===== config.mk =====
export PLATFORM = sky130hd
export DESIGN_NAME = hdmi_audio_scheduler
export DESIGN_NICKNAME = d
export VERILOG_FILES = /design/src/rtl/hdmi_audio_pkg.sv /design/src/rtl/audio_frame_fifo.sv /design/src/rtl/hdmi_audio_scheduler.sv
export SDC_FILE = /design/constraint.sdc
export NUM_CORES = 1
export LEC_CHECK = 0
export BUFFER_PORTS_ARGS = -buffer_cell sky130_fd_sc_hd__buf_2
export CAP_MARGIN = 20
export CORE_MARGIN = 1
export CORE_UTILIZATION = 40
export CTS_CLUSTER_SIZE = 16
export DETAILED_ROUTE_END_ITERATION = 6
export PLACE_DENSITY = 0.67
export SLEW_MARGIN = 10
export SYNTH_ARGS = -nofsm -noshare
export SYNTH_HDL_FRONTEND = slang
export SYNTH_SLANG_ARGS = --single-unit

===== constraint.sdc =====
create_clock -name pixel_clk -period 11 [get_ports pixel_clk]
set_input_delay 2.2 -clock pixel_clk [delete_from_list [all_inputs] [get_ports pixel_clk]]
set_output_delay 2.2 -clock pixel_clk [all_outputs]
set_load 0.02 [all_outputs]

===== src/rtl/hdmi_audio_pkg.sv =====
// Shared types and defaults for the HDMI audio pacing block.
// Used by hdmi_audio_scheduler and audio_frame_fifo.
package hdmi_audio_pkg;

    typedef enum logic {
        PRIME = 1'b0,
        RUN   = 1'b1
    } audio_state_t;

    typedef struct packed {
        logic signed [15:0] l;
        logic signed [15:0] r;
    } stereo_t;

    localparam int AUDIO_ADD_DEFAULT = 8;
    localparam int AUDIO_MAX_DEFAULT = 3125;
    localparam int PCM_W             = 24;

    // hdmi_tx expects 24-bit samples: sign-extend to 19 bits, pad 5 LSBs with zero.
    function automatic logic [PCM_W-1:0] pcm_format(input logic signed [15:0] s);
        return {{3{s[15]}}, s, 5'b0};
    endfunction

endpackage


===== src/rtl/audio_frame_fifo.sv =====
// Single-clock FIFO of stereo frames; dout is the head word, level/full/empty come straight off the pointers.
// A push while full is taken only when a pop happens in the same cycle; a pop while empty is ignored.
module audio_frame_fifo
    import hdmi_audio_pkg::*;
#(
    parameter int FIFO_AW = 3
) (
    input  logic             pixel_clk,
    input  logic             sys_reset_125,
    input  logic             push,
    input  logic             pop,
    input  stereo_t          din,
    output stereo_t          dout,
    output logic             full,
    output logic             empty,
    output logic [FIFO_AW:0] level
);

    localparam int DEPTH = 1 << FIFO_AW;

    stereo_t          mem_q [DEPTH];
    logic [FIFO_AW:0] wr_ptr_q, wr_ptr_d;
    logic [FIFO_AW:0] rd_ptr_q, rd_ptr_d;
    logic             do_push, do_pop;

    // Equal indices with differing wrap bits means the writer is one lap ahead.
    assign empty = (wr_ptr_q == rd_ptr_q);
    assign full  = (wr_ptr_q[FIFO_AW] != rd_ptr_q[FIFO_AW]) &&
                   (wr_ptr_q[FIFO_AW-1:0] == rd_ptr_q[FIFO_AW-1:0]);
    assign level = wr_ptr_q - rd_ptr_q;
    assign dout  = mem_q[rd_ptr_q[FIFO_AW-1:0]];

    assign do_pop  = pop && !empty;
    assign do_push = push && (!full || do_pop);

    always_comb begin
        wr_ptr_d = wr_ptr_q;
        rd_ptr_d = rd_ptr_q;
        if (do_push) begin
            wr_ptr_d = wr_ptr_q + 1'b1;
        end
        if (do_pop) begin
            rd_ptr_d = rd_ptr_q + 1'b1;
        end
    end

    always_ff @(posedge pixel_clk or posedge sys_reset_125) begin
        if (sys_reset_125) begin
            wr_ptr_q <= '0;
            rd_ptr_q <= '0;
        end else begin
            wr_ptr_q <= wr_ptr_d;
            rd_ptr_q <= rd_ptr_d;
        end
    end

    always_ff @(posedge pixel_clk) begin
        if (do_push) begin
            mem_q[wr_ptr_q[FIFO_AW-1:0]] <= din;
        end
    end

endmodule


===== src/rtl/hdmi_audio_scheduler.sv =====
// Paces buffered stereo PCM into hdmi_tx at 32 kHz from pixel_clk; pcm_l/pcm_r change only on pcm_fs falling slots.
// Producer stalls on in_ready (8-frame FIFO); define HDMI_AUDIO_SOFT_MUTE_EN for a 16-slot mute gain ramp.
module hdmi_audio_scheduler
    import hdmi_audio_pkg::*;
#(
    parameter int COUNT_WIDTH = 13,
    parameter int ADD         = AUDIO_ADD_DEFAULT,
    parameter int MAX         = AUDIO_MAX_DEFAULT,
    parameter int FIFO_AW     = 3,
    parameter int PRIME_LEVEL = 4
) (
    input  logic             pixel_clk,
    input  logic             sys_reset_125,
    input  logic             in_valid,
    output logic             in_ready,
    input  logic [15:0]      in_left,
    input  logic [15:0]      in_right,
    input  logic             mute,
    output logic             pcm_fs,
    output logic [PCM_W-1:0] pcm_l,
    output logic [PCM_W-1:0] pcm_r,
    output logic [FIFO_AW:0] fifo_level,
    output logic [15:0]      underrun_cnt,
    output logic [15:0]      overflow_cnt
);

    localparam logic [FIFO_AW:0] PRIME_THRESH = (FIFO_AW+1)'(PRIME_LEVEL);

    logic [COUNT_WIDTH-1:0] count_q, count_d, count_sa;
    logic                   tick, slot;
    logic                   pcm_fs_q, pcm_fs_d;
    audio_state_t           state_q, state_d;
    logic [PCM_W-1:0]       pcm_l_q, pcm_l_d;
    logic [PCM_W-1:0]       pcm_r_q, pcm_r_d;
    logic [PCM_W-1:0]       load_l, load_r;
    logic [15:0]            under_q, under_d;
    logic [15:0]            over_q, over_d;
    logic                   under_inc, over_inc, accept;
    logic                   fifo_pop, fifo_full, fifo_empty;
    stereo_t                fifo_din, fifo_dout;

    // A non-negative count - MAX means the phase has wrapped: fire a tick and carry the remainder.
    always_comb begin
        count_sa = count_q - COUNT_WIDTH'(MAX);
        tick     = !count_sa[COUNT_WIDTH-1];
        count_d  = tick ? count_sa + COUNT_WIDTH'(ADD) : count_q + COUNT_WIDTH'(ADD);
    end

    assign pcm_fs_d = pcm_fs_q ^ tick;
    assign slot     = tick && pcm_fs_q;

    assign fifo_din.l = in_left;
    assign fifo_din.r = in_right;

    audio_frame_fifo #(
        .FIFO_AW (FIFO_AW)
    ) u_fifo (
        .pixel_clk     (pixel_clk),
        .sys_reset_125 (sys_reset_125),
        .push          (in_valid),
        .pop           (fifo_pop),
        .din           (fifo_din),
        .dout          (fifo_dout),
        .full          (fifo_full),
        .empty         (fifo_empty),
        .level         (fifo_level)
    );

    assign accept   = in_valid && (!fifo_full || fifo_pop);
    assign over_inc = in_valid && !accept;

`ifdef HDMI_AUDIO_SOFT_MUTE_EN
    localparam logic [4:0] GAIN_UNITY = 5'd16;

    logic [4:0] gain_q, gain_base, gain_step;

    function automatic logic signed [15:0] apply_gain(input logic signed [15:0] s,
                                                      input logic [4:0]         g);
        logic signed [21:0] prod;
        prod = $signed({{6{s[15]}}, s}) * $signed({17'b0, g});
        return prod[19:4];
    endfunction

    // Gain restarts from zero whenever playback (re)enters RUN.
    always_comb begin
        gain_base = (state_q == RUN) ? gain_q : 5'd0;
        if (mute) begin
            gain_step = (gain_base == 5'd0) ? 5'd0 : gain_base - 5'd1;
        end else begin
            gain_step = (gain_base >= GAIN_UNITY) ? GAIN_UNITY : gain_base + 5'd1;
        end
        load_l = pcm_format(apply_gain(fifo_dout.l, gain_step));
        load_r = pcm_format(apply_gain(fifo_dout.r, gain_step));
    end

    always_ff @(posedge pixel_clk or posedge sys_reset_125) begin
        if (sys_reset_125) begin
            gain_q <= '0;
        end else if (fifo_pop) begin
            gain_q <= gain_step;
        end
    end
`else
    always_comb begin
        load_l = mute ? '0 : pcm_format(fifo_dout.l);
        load_r = mute ? '0 : pcm_format(fifo_dout.r);
    end
`endif

    always_comb begin
        state_d   = state_q;
        fifo_pop  = 1'b0;
        pcm_l_d   = pcm_l_q;
        pcm_r_d   = pcm_r_q;
        under_inc = 1'b0;
        if (slot) begin
            case (state_q)
                PRIME: begin
                    if (fifo_level >= PRIME_THRESH) begin
                        fifo_pop = 1'b1;
                        state_d  = RUN;
                        pcm_l_d  = load_l;
                        pcm_r_d  = load_r;
                    end else begin
                        pcm_l_d = '0;
                        pcm_r_d = '0;
                    end
                end
                RUN: begin
                    if (!fifo_empty) begin
                        fifo_pop = 1'b1;
                        pcm_l_d  = load_l;
                        pcm_r_d  = load_r;
                    end else begin
                        // Starved slot: hold the last sample so the sink sees no step, then re-prime.
                        state_d = PRIME;
                        if (mute) begin
                            pcm_l_d = '0;
                            pcm_r_d = '0;
                        end else begin
                            under_inc = 1'b1;
                        end
                    end
                end
            endcase
        end
    end

    always_comb begin
        under_d = (under_inc && (under_q != 16'hFFFF)) ? under_q + 16'd1 : under_q;
        over_d  = (over_inc  && (over_q  != 16'hFFFF)) ? over_q  + 16'd1 : over_q;
    end

    always_ff @(posedge pixel_clk or posedge sys_reset_125) begin
        if (sys_reset_125) begin
            count_q  <= '0;
            pcm_fs_q <= 1'b0;
            state_q  <= PRIME;
            pcm_l_q  <= '0;
            pcm_r_q  <= '0;
            under_q  <= '0;
            over_q   <= '0;
        end else begin
            count_q  <= count_d;
            pcm_fs_q <= pcm_fs_d;
            state_q  <= state_d;
            pcm_l_q  <= pcm_l_d;
            pcm_r_q  <= pcm_r_d;
            under_q  <= under_d;
            over_q   <= over_d;
        end
    end

    assign in_ready     = !fifo_full;
    assign pcm_fs       = pcm_fs_q;
    assign pcm_l        = pcm_l_q;
    assign pcm_r        = pcm_r_q;
    assign underrun_cnt = under_q;
    assign overflow_cnt = over_q;

endmodule


==> metrics.md <==
| Metric | Value |
|---|---|
| Status | completed |
| Max stage delay on crit path | 750 ps |
| Boundary pin count | 122 |
| Synth Warn # | 0 |
| Detail Route Antenna Nets | 0 |
| Min-Delay Startpoint | pcm_r[16] |
| Normalized max-slew margin | 32.5% |
| PortBufs | 111 |
| Most used cell, CP | o21a_1 |
| FF-to-FF setup slack | 6710 ps |
| Root Driver | clkbuf_16 |
| Slowest-stage cell, CP | buf_4 |
| Number of library cell types mapped by synthesis | 56 |
| Die area | 35,300 um2 |
| Hold Path Stages | 2 |
| Drc violations | 0 |
| Async SR Flop Fraction | 25.4% |
| Max-cap violations | 0 |
| Total wire length | 27.0 mm |
| RR Startpoint | count_q[0] |
| Synth Area per Inst | 17.3 um2 |
| Tcrit/Tclk final | 46.6% |
| Final core utilization | 47.6% |
| Worst-Skew Late Latency | 510 ps |
| Worst slew pin tran | 1010 ps |
| Core box area | 33,800 um2 |
| Clk pin slew, worst setup/hold paths | 60 ps |
| R2R cell count | 12 |
| Worst Setup Start Kind | flop |
| WP buf/inv | 3 |
| Total Routing Usage GR | 15.6% |
| Layout cells sized above 1 | 28.0% |
| Vias | 7,258 |
| Max-slew violation count | 0 |
| Worst R2R End | u_fifo.mem_q[6][3] |
| Fill count | 2,844 |
| Final TNS setup | 0 ps |
| Leak pwr | 0.00611 uW |
| Skew final | 25.4 ps |
| Post-layout min period | 5130 ps |
| Cts repair resizes | 0 |
| CTS Sinks | 343 |
| Routability cong. | 0.804 |
| Starting Density | 40.9% |
| Routed len/inst | 19.3 um |
| Drt via density | 5.18 |
| Final count of hold timing violations | 0 |
| CP arrival | 2930 ps |
| Critical Path RT | 8800 ps |
| Post-synth EDFFs | 256 |
| Initial antenna violation count | 5 |
| DIE HEIGHT | 188 um |
| Met1 GRT Util | 22.4% |
| Area of the multi-input gates | 3710 um2 |
| Post-DP HPWL | 15.5 mm |
| Die Width | 188 um |
| CTS buffer count | 35 |
| CTS tree | done |
| GR peak layer | met2 |
| RSZ-0062 raised after global routing | no |
| Post-CTS setup buffer count | 0 |
| Peak supply drop | 0.117 mV |
| Largest net degree at the start of global routing | 70 |
| Area Growth Syn to Fin | 16.4% |
| # hold bufs at CTS | 0 |
| CP Capture Type | primary output |
| Register area | 9870 um2 |
| Worst min path class | flop to flop |
| PwrDens | 192 nW/um2 |
| Kind of critical path | flop to primary output |
| Hold endpoint | pcm_r[16] |
| Synthesized flop and latch total | 343 |
| Final nets | 972 |
| First-pass DRT Iterations | 5 |
| H-tree levels | 2 |
| First-pass GRT wire length | 42.5 mm |
| Final setup violation count | 0 |
| Total gr overflow | 0 |
| Vias in the first global route | 7,411 |
| Crit-path max FO | 69 |
| Synthesized area | 13,800 um2 |
| Met2 Use GR | 24.2% |
| CP Cell Sequence | buf_4, inv_1, ha_1, nor2b_4, o21a_1, o21a_1, nor2_1, buf_2 |
| CTS max path bufs | 3 |
| Largest delay contributor family on the critical path | buffers and inverters |
| Mapped Cells | 796 |
| Part of the Yosys area used for sequential elements | 71.4% |
| Max frequency | 195 MHz |
| Rows | 67 |
| M3 GR Usage | 3.24% |
| DRT iter0 DRCs | 409 |
| Top FF cell, synth | edfxtp_1 |
-- power breakdown --
group / switching (uW) / internal, uW
Sequential: 48.3 / 1550
Clock: 472 / 700
Combinational: 209 / 98.4
-- cell families (layout without fill, tap and decap cells) --
family	count (synthesis)	in the layout	synth area share, %
adders and majority gates	12	12	1.14
DFF	343	343	71.4
muxes	99	99	13.0
other	1	13	0.0272
xor gates and xnor gates	52	52	3.30
and+or+nand+nor	152	152	5.59
AOI/OAI and AO/OA	72	72	3.23
buffers and inverters	65	211	2.28
-- worst reg2reg max path, delay by kind of cell (launching register included) --
family | cells | cell delay [ps]
adders and majority gates | 3 | 1090
AOI/OAI and AO/OA | 4 | 1020
buffers and inverters | 2 | 550
DFF | 1 | 430
and+or+nand+nor | 3 | 790
-- how the worst max path moves through the flow --
stage,cells after the start,to,start
2_1_floorplan,2,u_fifo.mem_q[0][0],in_valid
3_3_place_gp,8,fifo_level[3],u_fifo.rd_ptr_q[1]
3_5_place_dp,8,fifo_level[3],u_fifo.rd_ptr_q[1]
4_1_cts,8,fifo_level[3],u_fifo.rd_ptr_q[1]
5_1_grt,8,fifo_level[3],u_fifo.rd_ptr_q[1]
6_report,8,fifo_level[3],u_fifo.rd_ptr_q[1]
-- synth_stat cells (2+ instances only) --
library cell / number / area (um2)
xnor2_1: 36 / 315
nand2_1: 58 / 218
a21oi_1: 7 / 35.0
edfxtp_1: 256 / 7690
o31ai_1: 2 / 15.0
mux2_2: 2 / 22.5
dfrtp_1: 87 / 2180
a31oi_1: 3 / 18.8
mux4_2: 64 / 1440
nor2b_1: 3 / 18.8
mux2i_1: 33 / 330
nand3_1: 18 / 90.1
buf_2: 9 / 45.0
and3_1: 3 / 18.8
inv_1: 21 / 78.8
nor2_1: 15 / 56.3
nor4_1: 5 / 31.3
o21ai_1: 3 / 15.0
nand2_2: 2 / 12.5
o211ai_1: 2 / 15.0
o21ai_0: 39 / 195
clkbuf_1: 13 / 48.8
nand2b_1: 6 / 37.5
and4_1: 3 / 26.3
nand4_1: 11 / 68.8
or4_1: 3 / 22.5
ha_1: 11 / 138
buf_4: 16 / 120
buf_1: 5 / 18.8
nor3_1: 16 / 80.1
o21a_1: 3 / 22.5
xor2_1: 16 / 140
nor4_2: 2 / 25.0
-- state kept, by name, summed over array words and instances (netlist names) --
signal,flops
count_q,13
u_fifo.rd_ptr_q,4
pcm_l,16
state_q,1
pcm_r,16
u_fifo.wr_ptr_q,4
underrun_cnt,16
overflow_cnt,16
u_fifo.mem_q,256
pcm_fs,1
-- metal layers --
| layer | vias up | share of wire [%] | wire length [um] |
|---|---|---|---|
| met3 | 41 | 5.2 | 1400 |
| met1 | 3716 | 47 | 12600 |
| met2 | 186 | 46 | 12500 |
| li1 | 3309 | - | - |
| met4 | 6 | 1.6 | 438 |
| met5 | - | 0.13 | 34 |
-- final cells by class --
| class | count | share of cell area [%] |
|---|---|---|
| Sequential cell | 343 | 61.4 |
| Multi-Input combinational cell | 397 | 23.1 |
| Clock buffer | 50 | 6.39 |
| Timing Repair Buffer | 125 | 4.24 |
| Tap cell | 448 | 3.49 |
| Clock inverter | 14 | 0.825 |
| Inverter | 22 | 0.529 |
| Antenna cell | 3 | 0.0467 |
-- metrics by stage --
stage	hold WS (ps)	instance area (um2)	total power [uW]	setup WS, ps	std cells
3_3_place_gp	459	14900	1930	6390	1334
2_1_floorplan	478	13800	1820	5160	805
4_1_cts	486	16000	3120	5790	1398
5_1_grt	492	16100	3200	5650	1400
3_5_place_dp	468	14900	1940	6330	1334
6_report	479	16100	3080	5870	1402
-- placed cells by master (no fill, tap or decap), types with 14 or more instances in the layout --
cell       netlist  layout
edfxtp_1       256     256
buf_2            9     111
dfrtp_1         87      85
mux4_2          64      64
nand2_1         58      58
o21ai_0         39      39
xnor2_1         36      36
clkbuf_16        0      36
mux2i_1         33      33
inv_1           21      20
nand3_1         18      18
xor2_1          16      16
nor2_1          15      14
Power figures use the tool's default switching activity.
